<file path="config.mk">
export PLATFORM = sky130hd
export DESIGN_NAME = jk_counter_ctrl_flat
export DESIGN_NICKNAME = d
export VERILOG_FILES = /design/src/rtl/jk_counter_ctrl_pkg.sv /design/src/rtl/jk_counter_ctrl_if.sv /design/src/rtl/jk_counter_ctrl_cell.sv /design/src/rtl/jk_counter_ctrl.sv /design/src/flat_wrapper.sv
export SDC_FILE = /design/constraint.sdc
export NUM_CORES = 1
export LEC_CHECK = 0
export CAP_MARGIN = 20
export CORE_ASPECT_RATIO = 0.75
export CORE_MARGIN = 3
export CORE_UTILIZATION = 40
export CTS_CLUSTER_DIAMETER = 40
export DETAILED_ROUTE_END_ITERATION = 8
export PLACE_DENSITY = 0.78
export SYNTH_ARGS = -nofsm -noshare
export SYNTH_HDL_FRONTEND = slang
export SYNTH_HIERARCHICAL = 1
export SYNTH_SLANG_ARGS = --single-unit
export TNS_END_PERCENT = 5
</file>
<file path="constraint.sdc">
create_clock -name clock -period 1.6 [get_ports clock]
set_input_delay 0.32 -clock clock [delete_from_list [all_inputs] [get_ports clock]]
set_output_delay 0.32 -clock clock [all_outputs]
set_load 0.005 [all_outputs]
</file>
<file path="src/rtl/jk_counter_ctrl_pkg.sv">
// Shared encodings for the JK counter sequencer: command opcodes and FSM states.
package jk_ctrl_pkg;

  typedef enum logic [1:0] {
    OP_STOP  = 2'b00,
    OP_CLEAR = 2'b01,
    OP_LOAD  = 2'b10,
    OP_RUN   = 2'b11
  } op_e;

  typedef enum logic [1:0] {
    ST_IDLE  = 2'b00,
    ST_RUN   = 2'b01,
    ST_APPLY = 2'b10
  } state_e;

endpackage

</file>
<file path="src/rtl/jk_counter_ctrl_if.sv">
// Command channel of the JK counter sequencer: valid/ready handshake plus opcode and load data.
interface jk_counter_ctrl_if #(
  parameter int WIDTH = 4
);
  import jk_ctrl_pkg::*;

  logic             cmd_valid;
  logic             cmd_ready;
  op_e              cmd_op;
  logic [WIDTH-1:0] cmd_data;

  modport master (output cmd_valid, output cmd_op, output cmd_data, input cmd_ready);
  modport slave  (input cmd_valid, input cmd_op, input cmd_data, output cmd_ready);
endinterface

</file>
<file path="src/rtl/jk_counter_ctrl_cell.sv">
// Single JK flip-flop storage cell with synchronous active-high reset to 0.
module jk_cell (
  input  logic clock,
  input  logic reset,
  input  logic j,
  input  logic k,
  output logic q
);

  always_ff @(posedge clock) begin
    if (reset) begin
      q <= 1'b0;
    end else begin
      case ({j, k})
        2'b01:   q <= 1'b0;
        2'b10:   q <= 1'b1;
        2'b11:   q <= ~q;
        default: q <= q;
      endcase
    end
  end

endmodule

</file>
<file path="src/rtl/jk_counter_ctrl.sv">
// Modulo-N counter sequencer driving a bank of JK cells; all count changes go through J/K.
// Optional down-count with underflow wrap is built when JK_CTRL_DOWN_EN is defined.
module jk_counter_ctrl
  import jk_ctrl_pkg::*;
#(
  parameter int WIDTH   = 4,
  parameter int MODULUS = 10
) (
  input  logic             clock,
  input  logic             reset,
`ifdef JK_CTRL_DOWN_EN
  input  logic             dir,
`endif
  jk_counter_ctrl_if.slave cmd,
  output logic [WIDTH-1:0] count,
  output logic [WIDTH-1:0] j_vec,
  output logic [WIDTH-1:0] k_vec,
  output logic             tc,
  output logic             busy
);

  localparam logic [WIDTH-1:0] MAX_CNT = WIDTH'(MODULUS - 1);
  localparam logic [WIDTH:0]   MOD_EXT = (WIDTH + 1)'(MODULUS);

  state_e           state_q, state_d;
  logic             resume_q, resume_d;
  logic [WIDTH-1:0] target_q, target_d;
  logic [WIDTH-1:0] up_tgl;
  logic [WIDTH-1:0] dn_tgl;
  logic             accept;
  logic             down_mode;

  assign cmd.cmd_ready = !reset && (state_q != ST_APPLY);
  assign accept        = cmd.cmd_valid && cmd.cmd_ready;
  assign busy          = (state_q != ST_IDLE);

`ifdef JK_CTRL_DOWN_EN
  assign down_mode = dir;
`else
  assign down_mode = 1'b0;
`endif

  // Bit i toggles when every lower bit is 1 (up) or 0 (down).
  for (genvar gi = 0; gi < WIDTH; gi++) begin : g_tgl
    if (gi == 0) begin : g_lsb
      assign up_tgl[gi] = 1'b1;
      assign dn_tgl[gi] = 1'b1;
    end else begin : g_upper
      assign up_tgl[gi] = &count[gi-1:0];
      assign dn_tgl[gi] = ~|count[gi-1:0];
    end
  end

  always_comb begin
    state_d  = state_q;
    resume_d = resume_q;
    target_d = target_q;
    case (state_q)
      ST_IDLE, ST_RUN: begin
        if (accept) begin
          case (cmd.cmd_op)
            OP_RUN:  state_d = ST_RUN;
            OP_STOP: state_d = ST_IDLE;
            OP_CLEAR: begin
              state_d  = ST_APPLY;
              resume_d = (state_q == ST_RUN);
              target_d = '0;
            end
            OP_LOAD: begin
              state_d  = ST_APPLY;
              resume_d = (state_q == ST_RUN);
              target_d = ({1'b0, cmd.cmd_data} >= MOD_EXT) ? MAX_CNT : cmd.cmd_data;
            end
            default: state_d = state_q;
          endcase
        end
      end
      ST_APPLY: state_d = resume_q ? ST_RUN : ST_IDLE;
      default:  state_d = ST_IDLE;
    endcase
  end

  always_comb begin
    j_vec = '0;
    k_vec = '0;
    tc    = 1'b0;
    case (state_q)
      ST_APPLY: begin
        j_vec = target_q;
        k_vec = ~target_q;
      end
      ST_RUN: begin
        if (down_mode) begin
          // Underflow forces the bank to MODULUS-1 bit by bit.
          if (count == '0) begin
            tc    = 1'b1;
            j_vec = MAX_CNT & ~count;
            k_vec = ~MAX_CNT & count;
          end else begin
            j_vec = dn_tgl;
            k_vec = dn_tgl;
          end
        end else begin
          if (count == MAX_CNT) begin
            tc    = 1'b1;
            j_vec = '0;
            k_vec = count;
          end else begin
            j_vec = up_tgl;
            k_vec = up_tgl;
          end
        end
      end
      default: begin
        j_vec = '0;
        k_vec = '0;
      end
    endcase
  end

  always_ff @(posedge clock) begin
    if (reset) begin
      state_q  <= ST_IDLE;
      resume_q <= 1'b0;
      target_q <= '0;
    end else begin
      state_q  <= state_d;
      resume_q <= resume_d;
      target_q <= target_d;
    end
  end

  for (genvar gi = 0; gi < WIDTH; gi++) begin : g_cell
    jk_cell u_cell (
      .clock (clock),
      .reset (reset),
      .j     (j_vec[gi]),
      .k     (k_vec[gi]),
      .q     (count[gi])
    );
  end

endmodule

</file>
<file path="src/flat_wrapper.sv">
// flat-port wrapper written by rule: the top's interface ports become plain ports
module jk_counter_ctrl_flat import jk_ctrl_pkg::*;
#(
  parameter int WIDTH   = 4,
  parameter int MODULUS = 10
)
  (clock, reset, count, j_vec, k_vec, tc, busy, cmd_cmd_valid, cmd_cmd_op, cmd_cmd_data, cmd_cmd_ready);
  jk_counter_ctrl_if #(.WIDTH(WIDTH)) cmd_i ();
  input  logic clock;
  input  logic reset;
  output logic [WIDTH-1:0] count;
  output logic [WIDTH-1:0] j_vec;
  output logic [WIDTH-1:0] k_vec;
  output logic tc;
  output logic busy;
  input wire logic [$bits(cmd_i.cmd_valid)-1:0] cmd_cmd_valid;
  input wire logic [$bits(cmd_i.cmd_op)-1:0] cmd_cmd_op;
  input wire logic [$bits(cmd_i.cmd_data)-1:0] cmd_cmd_data;
  output wire logic [$bits(cmd_i.cmd_ready)-1:0] cmd_cmd_ready;
  assign cmd_i.cmd_valid = cmd_cmd_valid;
  assign cmd_i.cmd_op = cmd_cmd_op;
  assign cmd_i.cmd_data = cmd_cmd_data;
  assign cmd_cmd_ready = cmd_i.cmd_ready;
  jk_counter_ctrl #(.WIDTH(WIDTH), .MODULUS(MODULUS)) u_core (.clock(clock), .reset(reset), .cmd(cmd_i), .count(count), .j_vec(j_vec), .k_vec(k_vec), .tc(tc), .busy(busy));
endmodule
</file>
# After elaboration in Yosys (flattened, before gate mapping)
# Index checks and enable logic that the tools add are counted.
# totals
wordCells	66
input_bits	9
regBits	11
out_inout_bits	15
# classes
reduce_logical	17
mux	16
n_lt_le_gt_ge	1
n_bitwise	5
eq_ne	20
# ops
cell	n
case mux 4 bit (2 select lines)	3
equality test 2 bit (second input constant)	11
equality test 2 x 1 -> 1 bit (second input constant)	6
two-way mux 4 bit	3
case mux 1 bit (3 select lines)	4
nonzero test 3 bit	4
AND reduction 3 bit	3
case mux 2 bit (3 select lines)	1
equality test 4 bit (second input constant)	1
>= comparator 4 bit (second input constant)	1
logical NOT 2 bit	2
NOT 1 bit	4
NOT 4 bit	1
case mux 2 bit (2 select lines)	1
nonzero test 2 bit	2
OR reduction 2 bit	2
two-way mux 1 bit	3
logical AND 1 bit	2
two-way mux 2 bit	1
!= test 2 x 1 -> 1 bit (second input constant)	1
!= test 2 bit (second input constant)	1
AND reduction 2 bit	1
logical NOT 1 bit	1

# Logic depth before layout (Yosys ltp)
# Gate-level depths: netlist (run 1).
# depth
ltp_word	5
depth_mapped	8
ltp_nobuf	7

# Hierarchy
# The synthesis (run 1) kept the hierarchy.
# by_module_without_submodules
module	instances	seq_area_each_um2	cells_each	area_per_inst_um2
jk_counter_ctrl	1	140.1	78	599.3
jk_cell	4	20.0	3	31.3

# Worst setup path after synthesis (run 1)
# No wires, ideal clock.
# synth_path
kind	reg-to-reg
from	register u_core.state_q[0]
to	register u_core.target_q[0]
required_ps	1525
synth_period_minus_slack_ps	1652
setup_ps	75
stages_incl_launch_ff	7
setup_slack_ps	-52
t_arrival_ps	1577
path_buffers	1
cell_sequence	dfxtp_1 > inv_1 > ha_1 > buf_6 > or3b_4 > or3_1 > o22ai_1
# synth_via
elab_chain_len	4
word_cells_on_any_way	7
cone_classes	2 x eq/ne; 5 x reduce/logical
# synth_lines
item	line_no	source
from (decl)	jk_counter_ctrl.sv:25	state_e state_q, state_d;
from (signal assigned)	jk_counter_ctrl.sv:127	state_q <= state_d;
!= test 2 bit	jk_counter_ctrl.sv:33	assign cmd.cmd_ready = !reset && (state_q != ST_APPLY);
logical AND 1 bit	jk_counter_ctrl.sv:33	
logical AND 1 bit	jk_counter_ctrl.sv:34	assign accept = cmd.cmd_valid && cmd.cmd_ready;
AND reduction 3 bit (no source line) *	n/a	
to (signal assigned)	jk_counter_ctrl.sv:129	target_q <= target_d;
to (decl)	jk_counter_ctrl.sv:27	logic [WIDTH-1:0] target_q, target_d;
# Mark *: on every way between the ends. The rest lies on a longest branch, timed or not.
# A chain may end at the register's enable or synchronous reset.

# Worst setup path in the final report (run 1)
# layout_path
from	register u_core.state_q[0]
to	output k_vec[3]
# layout_via
elab_chain_len	2
word_cells_on_any_way	3
cone_classes	2 x eq/ne; 1 x mux
# layout_lines
item	line_no	source
equality test 2 x 1 -> 1 bit or equality test 2 bit (tied branches)	jk_counter_ctrl.sv:87	case (state_q)
case mux 4 bit (2 select lines) *	jk_counter_ctrl.sv:87	
to (decl)	flat_wrapper.sv:13	output logic [WIDTH-1:0] k_vec;
# Marked as above.

==> results.md, run 1 <==
- RSZ-0062 raised after global routing: true
- Placed Instances: 150
- F_max: 545 MHz
- Clock sink count: 11
- Max Buffers Root-to-Sink: 2
- Vias in the first global route: 873
- Initial antenna violation count: 0
- # IOs: 24
- GR Overflow Total: 0
- Placement Rows: 12
- Capturing element type of the critical path: primary output
- Slew @ Worst Pin: 0.278 ns
- Cell area after placement: 1100 um^2
- Unique masters post-synth: 31
- Post-synth ARST share: 0%
- Sequential area share after synthesis: 30.4%
- Most used flip-flop cell after synthesis: dfxtp_1
- Lkg Pwr: 0.588 nW
- Clock Latency Late Sink: 0.28 ns
- WP data arrival: 1.51 ns
- Layout Cells excl Fill: 159
- Synth top area share: 30.4%
- Final Hold Viols: 0
- Gp weighted congestion: 0.871
- Via/cell ratio: 5.68
- Layout fillers: 92
- Final-stage net count: 155
- DIE WIDTH: 55.1 um
- Crit Path Class: flop to primary output
- Top post-synthesis cells by area: dfxtp_1 (30%), ha_1 (12%), nor2_1 (5.7%)
- Multi-input logic area: 616 um^2
- Average wire per standard cell: 17.5 um
- Share of post-route cells with drive strength above 1: 50.0%
- Post-synth EDFFs: 0
- WP data required: 1.28 ns
- Crit-path max FO: 5
- Failing checks: negative setup slack
- 1st-pass router iterations: 4
- Post-route DRC: 0
- Die Height: 42.9 um
- H-tree depth: 1
- Post-DP HPWL: 1.77 mm
- Core Region: 1590 um^2
- Num CTS Buffers: 3
- Ant. Diodes: 0
- Clk slew on worst S/H paths: 0.08 ns
- Syn avg cell area: 8.05 um^2
- Period minus WS final: 1.83 ns
- Final setup violation count: 16
- Gr usage total: 26.0%
- Initial core utilization: 45.5%
- PD cells: 581 nW/um^2
- Routed Antenna Nets: 0
- Worst setup margin: -0.234 ns
- Synthesized area: 724 um^2
- Register area: 230 um^2
- Vias: 903
- Total Wirelength: 2.78 mm
- Fin crit share: 115%
- Seq cells post-synth: 11
- Worst Setup Start Kind: flop
- Clk_skew: 0.00507 ns
- Dominant cell type by area after synthesis: dfxtp_1
- Initial DRC count: 44
- Area delta synth->final: 80.7%
- Max VDD drop: 599 uV
- Slew HR: 81.4%
- CTS tree: done
- Status: finished with violations
- Max Cap Viol: 0
- Die Area: 2360 um^2
- Pin count of the biggest net entering global routing: 11
- Aggregate negative setup slack: -1.47 ns
- Ys Warns: 6
- Most common library cells after synthesis: dfxtp_1 (11), nor2_1 (11), o21ai_0 (8)
- Clock root cell: clkbuf_4
- Final Max Slew Viols: 0
- Tot Pwr: 0.000761 W
- Hold crit path type: flop to flop
- CTS Hold Bufs: 0
- Setup Slack @ Placement: -0.503 ns
- Gate Count Post-Synth: 90
- Design Area, Final: 1310 um^2
- Buffers added on ports: 23
- First-pass GRT wire length: 4.26 mm
- Mapped Nets: 106
[through the flow]
stage	hold WS (ns)	utilization [%]
after floorplan	0.398	-
after global placement	0.477	69.4
after detailed placement	0.489	69.4
after CTS	0.499	80.6
after global routing	0.536	82.2
final	0.519	82.2
[placed cells by master (no fill, tap or decap), types with 2 or more instances in the layout]
| master | count |
|---|---|
| o21a_1 | 2 |
| buf_6 | 6 |
| nand2b_1 | 2 |
| buf_4 | 20 |
| a21oi_1 | 3 |
| inv_4 | 2 |
| clkdlybuf4s50_1 | 7 |
| a21boi_2 | 2 |
| nand4_1 | 4 |
| dfxtp_2 | 2 |
| and2_4 | 2 |
| inv_2 | 2 |
| ha_1 | 3 |
| buf_2 | 7 |
| or3b_4 | 2 |
| clkbuf_4 | 3 |
| inv_1 | 2 |
| o21ai_2 | 4 |
| nor2_4 | 3 |
| dlygate4sd2_1 | 4 |
| dfxtp_4 | 2 |
| dlymetal6s2s_1 | 2 |
| nand2_1 | 4 |
| o21ai_1 | 3 |
| nor2_1 | 7 |
| o22ai_1 | 2 |
| a211oi_1 | 4 |
| or3_1 | 2 |
| ha_4 | 4 |
| dfxtp_1 | 7 |
[repair_timing]
item,4_1_cts,5_1_grt
resized for setup,94,8
buffers inserted,5,0
pin swaps,12,4
endpoints found under the setup margin,19,17
[final cells by class]
class / instances / share of cell area (%)
multi-input cells: 71 / 47.0
repair buffers: 46 / 29.3
flip-flops and latches: 11 / 17.6
inverters: 6 / 2.10
clock buffers: 4 / 2.01
well taps: 21 / 2.01
[routing by layer]
layer | part of all wire [%] | up-vias | GRT usage, %
met5 | 0 | - | 0
met4 | 2.9 | 0 | 10.7
met3 | 9.0 | 10 | 7.37
met2 | 47 | 58 | 40.3
met1 | 41 | 414 | 33.1
li1 | - | 421 | -
[worst max-delay path, stage by stage (launching register included)]
cell	delay, ns
dfxtp_4	0.36
buf_6	0.12
ha_4	0.18
nand4_1	0.15
o21ai_1	0.11
o21a_1	0.19
buf_2	0.13
[kinds of logic after synthesis]
kind of cell	Yosys count	share of synthesized area [%]
DFF	11	30.4
muxes	1	1.38
and+or+nand+nor	38	29.0
buffers and inverters	8	5.18
AOI/OAI and AO/OA	25	21.9
adders and majority gates	7	12.1
[power breakdown]
part           switching, W  internal (W)
Clock              0.000109     0.0000970
Sequential       0.00000952      0.000280
Combinational      0.000127      0.000138
Total              0.000246      0.000515
[worst paths after layout]
check | slack (ns) | depth (start not counted) | end | startpoint
max | -0.23 | 6 | k_vec[3] | u_core/state_q[0]
min reg2reg | 0.52 | 2 | u_core/resume_q | u_core/resume_q
min | 0.52 | 2 | u_core/resume_q | u_core/resume_q
max reg2reg | -0.14 | 6 | u_core/target_q[0] | u_core/state_q[1]
[state kept, by name, summed over array words and instances (netlist names)]
register / flops
u_core/state_q: 2
u_core/resume_q: 1
u_core/g_cell.u_cell/q: 4
u_core/target_q: 4
No activity file was read; power rests on OpenSTA's default activity.
==> run 2, diff against run 1 <==
- CELL_PAD_IN_SITES_DETAIL_PLACEMENT: unset -> 0
- CELL_PAD_IN_SITES_GLOBAL_PLACEMENT: unset -> 1
- CORE_UTILIZATION: 40 -> 28
- PLACE_DENSITY: 0.78 -> 0.77
==> results.md, run 2 (synthesis results as in run 1) <==
- PD cells: 546 nW/um^2 (-6.2%)
- Most frequent cells in the layout: buf_4 (22), clkdlybuf4s50_1 (10), buf_6 (7), nor2_1 (7)
- GR Overflow Total: 0 (unchanged)
- Clock root cell: clkbuf_4
- FF-to-FF Start: u_core/state_q[1]
- Slowest stage cell, crit path: dfxtp_4
- Commonest non-fill, non-tap cell in the layout: buf_4
- Worst Setup Start Kind: flop
- Status: finished with violations
- Hold path endpoint: u_core/resume_q
- R2r setup slk: -0.17 ns (-0.03 ns)
- Core Region: 2380 um^2 (+50%)
- HP Start: u_core/resume_q
- Initial core utilization: 30.4% (-15 points)
- Vias: 858 (-5.0%)
- Placement Rows: 15 (+3)
- Fin crit share: 113% (-2.0 points)
- Lkg Pwr: 0.605 nW (+2.9%)
- WP data required: 1.28 ns (about the same)
- Hold crit path type: flop to flop
- Max Cap Viol: 0 (unchanged)
- Area delta synth->final: 88.6%
- Slew @ Worst Pin: 0.365 ns (+0.0872 ns)
- Crit-path max FO: 5 (unchanged)
- Average wire per standard cell: 13.5 um (-23%)
- RSZ-0062 raised after global routing: true
- Post-route DRC: 0 (unchanged)
- Period minus WS final: 1.80 ns (-0.0324 ns)
- Post-DP HPWL: 1.73 mm (-2.2%)
- Design Area, Final: 1370 um^2 (+4.4%)
- Clock sink count: 11 (unchanged)
- Buffers added on ports: 23 (unchanged)
- Share of post-route cells with drive strength above 1: 50.3% (+0.35 points)
- Top Registers: u_core/g_cell.u_cell/q (4), u_core/target_q (4), u_core/state_q (2)
- FF-to-FF End: u_core/target_q[0]
- Initial antenna violation count: 0 (unchanged)
- Total Wirelength: 2.39 mm (-14%)
- CTS tree: done
- Critical path's top delay family: flip-flops
- Routed Antenna Nets: 0 (unchanged)
- Worst Hold Depth: 2 (unchanged)
- Final setup violation count: 18 (+2)
- # IOs: 24 (unchanged)
- Crit Path Class: flop to primary output
- Slew HR: 75.6% (-5.7 points)
- Tot Pwr: 0.000745 W (-2.1%)
- Final-stage net count: 160 (+3.2%)
- Clk_skew: 0.0101 ns (+0.00499 ns)
- Worst setup margin: -0.202 ns (+0.0324 ns)
- Met1 usage: 18.7% (-14 points)
- Cell area after placement: 1110 um^2 (+0.79%)
- First-pass GRT wire length: 3.86 mm (-9.4%)
- Critical path's largest stage delay: 0.37 ns (about the same)
- DIE WIDTH: 64.7 um (+17%)
- Die Area: 3240 um^2 (+37%)
- Clk slew on worst S/H paths: 0.07 ns (about the same)
- Initial DRC count: 11 (-75%)
- Vias in the first global route: 833 (-4.6%)
- 1st-pass router iterations: 4 (unchanged)
- Failing checks: negative setup slack
- F_max: 555 MHz (+1.8%)
- WP data arrival: 1.48 ns (-0.03 ns)
- Clock Latency Late Sink: 0.27 ns (about the same)
- Worst reg-to-reg path cell count: 7 (+1)
- Gp weighted congestion: 0.747 (-14%)
- Gr usage total: 15.6% (-10 points)
- H-tree depth: 1 (unchanged)
- Final Max Slew Viols: 0 (unchanged)
- Ant. Diodes: 0 (unchanged)
- Num CTS Buffers: 3 (unchanged)
- Grt peak-use layer: met2
- Met3 Use GR: 5.01% (-2.4 points)
- Buffers & Inverters on Critical Path: 2 (unchanged)
- M2 GR Usage: 27.8% (-12 points)
- Max Buffers Root-to-Sink: 2 (unchanged)
- Die Height: 50.1 um (+17%)
- Worst Hold Slack: 0.484 ns (-0.0350 ns)
- Cells along the critical path: buf_4 > ha_4 > nand4_1 > o21ai_1 > o21a_1 > buf_2
- Max VDD drop: 460 uV (-23%)
- Via/cell ratio: 4.85 (-15%)
- Final Hold Viols: 0 (unchanged)
- Pin count of the biggest net entering global routing: 15 (+4)
- Setup Slack @ Placement: -0.486 ns (+0.0171 ns)
- Capturing element type of the critical path: primary output
## run 2: cell count changes in the layout (fill, tap and decap cells not counted), sizes merged
cell and delta:
clkdlybuf4s50 +3, clkdlybuf4s15 +1, buf +2, clkbuf +1, dlygate4sd2 -2
## run 2: stage by stage
| stage | TNS (ns) | instances | utilization [%] |
|---|---|---|---|
| 2_1_floorplan | 0 | 90 | - |
| 3_3_place_gp | -4.80 | 162 | 46.7 |
| 3_5_place_dp | -5.43 | 162 | 46.7 |
| 4_1_cts | -2.14 | 176 | 54.6 |
| 5_1_grt | -2.98 | 177 | 57.3 |
| 6_report | -1.68 | 177 | 57.3 |
## run 2: worst register-to-register path: stages (launching register included)
cell     delay [ns]
dfxtp_2        0.33
buf_6          0.12
ha_4           0.15
buf_6          0.12
buf_6          0.12
or3b_4         0.37
or3_1          0.33
o22ai_2        0.16
## run 2: final cells by class
class                           count  area [um^2]
Tap cell                           34         42.5
Clock buffer                        4         26.3
Multi-Input combinational cell     71          603
Fill cell                         233         1020
Timing Repair Buffer               51          432
Sequential cell                    11          233
Inverter                            6         30.0
## run 2: how the worst max path moves through the flow
stage / start / to / slack [ns] / cells past startpoint
after floorplan: u_core/state_q[0] / u_core/target_q[0] / 0.01 / 6
after global placement: cmd_cmd_op[0] / u_core/target_q[0] / -0.40 / 6
after detailed placement: cmd_cmd_op[0] / u_core/target_q[0] / -0.49 / 6
after CTS: u_core/state_q[1] / u_core/target_q[0] / -0.23 / 7
after global routing: u_core/state_q[0] / k_vec[3] / -0.26 / 6
final: u_core/state_q[0] / k_vec[3] / -0.20 / 6
## run 2: routing by layer
metal	routed length [um]	vias up
met5	0	-
met2	1240	15
met1	1040	408
met4	8	0
li1	-	433
met3	96	2
## run 2: what timing repair did
action	in CTS	in global routing
cloned	0	0
endpoints found under the setup margin	18	22
pin swaps	18	14
gates resized for setup	71	21
buffers inserted	10	1
hold buffers	0	0
## run 2: report_power, final
group | switching, W | internal, W | total, W
Sequential | 0.00000832 | 0.000280 | 0.000288
Clock | 0.0000975 | 0.0000965 | 0.000194
Combinational | 0.000119 | 0.000145 | 0.000263
Total | 0.000224 | 0.000521 | 0.000745
==> run 3, diff against run 2 <==
- CORE_MARGIN: 3 -> 2
==> results.md, run 3 (synthesis results as in run 1) <==
- Max VDD drop: 418 uV (-9.1%)
- WP data required: 1.28 ns (about the same)
- Vias: 831 (-3.1%)
- Clock Latency Late Sink: 0.27 ns (about the same)
- Lkg Pwr: 0.608 nW (+0.37%)
- F_max: 567 MHz (+2.2%)
- Share of post-route cells with drive strength above 1: 51.8% (+1.4 points)
- Gr usage total: 15.4% (-0.29 points)
- Buffers added on ports: 23 (unchanged)
- Area delta synth->final: 85.1%
- Final Hold Viols: 0 (unchanged)
- Via/cell ratio: 4.80 (-0.91%)
- Max Buffers Root-to-Sink: 2 (unchanged)
- Crit Path Class: flop to primary output
- Fin util: 56.3% (-1.0 points)
- Pin count of the biggest net entering global routing: 15 (unchanged)
- Setup Slack @ Placement: -0.456 ns (+0.0301 ns)
- Ant. Diodes: 0 (unchanged)
- Worst Hold Depth: 2 (unchanged)
- Crit-path max FO: 2 (-3)
- Worst Hold Slack: 0.491 ns (+0.00707 ns)
- H-tree depth: 1 (unchanged)
- Slew @ Worst Pin: 0.401 ns (+0.0358 ns)
- Total Wirelength: 2.34 mm (-2.0%)
- CTS tree: done
- Initial core utilization: 30.4% (unchanged)
- Placed Instances: 161 (-0.62%)
- Initial antenna violation count: 0 (unchanged)
- Post-route DRC: 0 (unchanged)
- Status: finished with violations
- WP data arrival: 1.44 ns (-0.04 ns)
- Most frequent cells in the layout: buf_4 (20), clkdlybuf4s50_1 (8), nor2_1 (6)
- RSZ-0062 raised after global routing: true
- Worst Setup Start Kind: flop
- PD cells: 551 nW/um^2 (+1.0%)
- Slew HR: 73.3% (-2.4 points)
- Failing checks: negative setup slack
- Post-DP HPWL: 1.64 mm (-5.1%)
- Num CTS Buffers: 3 (unchanged)
- Top Registers: u_core/g_cell.u_cell/q (4), u_core/target_q (4), u_core/state_q (2)
- Worst setup margin: -0.164 ns (+0.0381 ns)
- # IOs: 24 (unchanged)
- Routed Antenna Nets: 0 (unchanged)
- 1st-pass router iterations: 4 (unchanged)
- GR Overflow Total: 0 (unchanged)
- Clk_skew: 0.00132 ns (-0.00874 ns)
- Register area: 233 um^2 (unchanged)
- Final-stage net count: 156 (-2.5%)
- Final Max Slew Viols: 0 (unchanged)
- First-pass GRT wire length: 3.52 mm (-8.9%)
- Layout fillers: 220 (-5.6%)
- Final setup violation count: 12 (-6)
- CTS Hold Bufs: 0 (unchanged)
- Layout Cells excl Fill: 173 (-2.3%)
- Clock root cell: clkbuf_4
- Period minus WS final: 1.76 ns (-0.0381 ns)
- Hold crit path type: flop to flop
- Fin crit share: 110% (-2.4 points)
- Initial DRC count: 15 (+4)
- Average wire per standard cell: 13.5 um (+0.26%)
- Tot Pwr: 0.000739 W (-0.84%)
- Max Cap Viol: 0 (unchanged)
- Clock sink count: 11 (unchanged)
- Die Height: 48.1 um (-4.0%)
- Worst reg-to-reg path cell count: 6 (-1)
- Placement Rows: 15 (unchanged)
- Vias in the first global route: 770 (-7.6%)
- Core Region: 2380 um^2 (unchanged)
- Die Area: 3010 um^2 (-7.0%)
- Clk slew on worst S/H paths: 0.08 ns (about the same)
- Capturing element type of the critical path: primary output
- Commonest non-fill, non-tap cell in the layout: buf_4
- Gp weighted congestion: 0.855 (+14%)
- DIE WIDTH: 62.7 um (-3.1%)
- Multi-input logic area: 606 um^2 (+0.42%)
-- run 3: cell count changes in the layout (fill, tap and decap cells not counted), sizes merged --
cell           before  now
buf                35   30
clkbuf              5    6
clkdlybuf4s50      10    8
dlygate4sd2         2    1
dlymetal6s2s        2    5
-- run 3: routing by layer --
layer,up-vias,GRT usage (%),wire length [um]
met2,16,26.0,1100
li1,420,-,-
met3,2,4.94,91
met5,-,0,0
met4,0,4.00,12
met1,393,19.6,1140
-- run 3: path summary, 6_finish.rpt --
path	start	end	slack [ns]
worst max-delay path	u_core/g_cell[2].u_cell/q	j_vec[0]	-0.16
worst min-delay path	u_core/resume_q	u_core/resume_q	0.49
worst max register to register	u_core/state_q[0]	u_core/target_q[0]	-0.14
worst min register to register	u_core/resume_q	u_core/resume_q	0.49
-- run 3: critical path: stages, from the launching register on --
cell      delay (ns)
dfxtp_2         0.32
or3b_4          0.42
buf_6           0.13
o21ai_2         0.11
a21boi_2        0.07
buf_2           0.12
-- run 3: area by class of cell --
type                    count  share of cell area [%]
flip-flops and latches     11                    17.4
multi-input cells          71                    45.1
well taps                  34                    3.17
repair buffers             47                    30.1
inverters                   6                    2.24
clock buffers               4                    1.96
-- run 3: repair_timing --
item                       4_1_cts  5_1_grt
gates resized for setup         54       42
pin swaps                       10       13
buffers inserted                 6        2
setup endpoints to repair       18       19
-- run 3: metrics by stage --
step           cell area (um^2)  TNS (ns)
3_5_place_dp               1110     -5.30
4_1_cts                    1260     -2.53
6_report                   1340     -1.15
2_1_floorplan               728         0
5_1_grt                    1340     -2.09
3_3_place_gp               1110     -4.81
-- run 3: where the power goes --
group	internal [W]	switching (W)	total [W]
registers	0.000280	0.0000101	0.000290
clock network	0.0000964	0.0000993	0.000196
logic	0.000138	0.000116	0.000254
total	0.000514	0.000225	0.000739
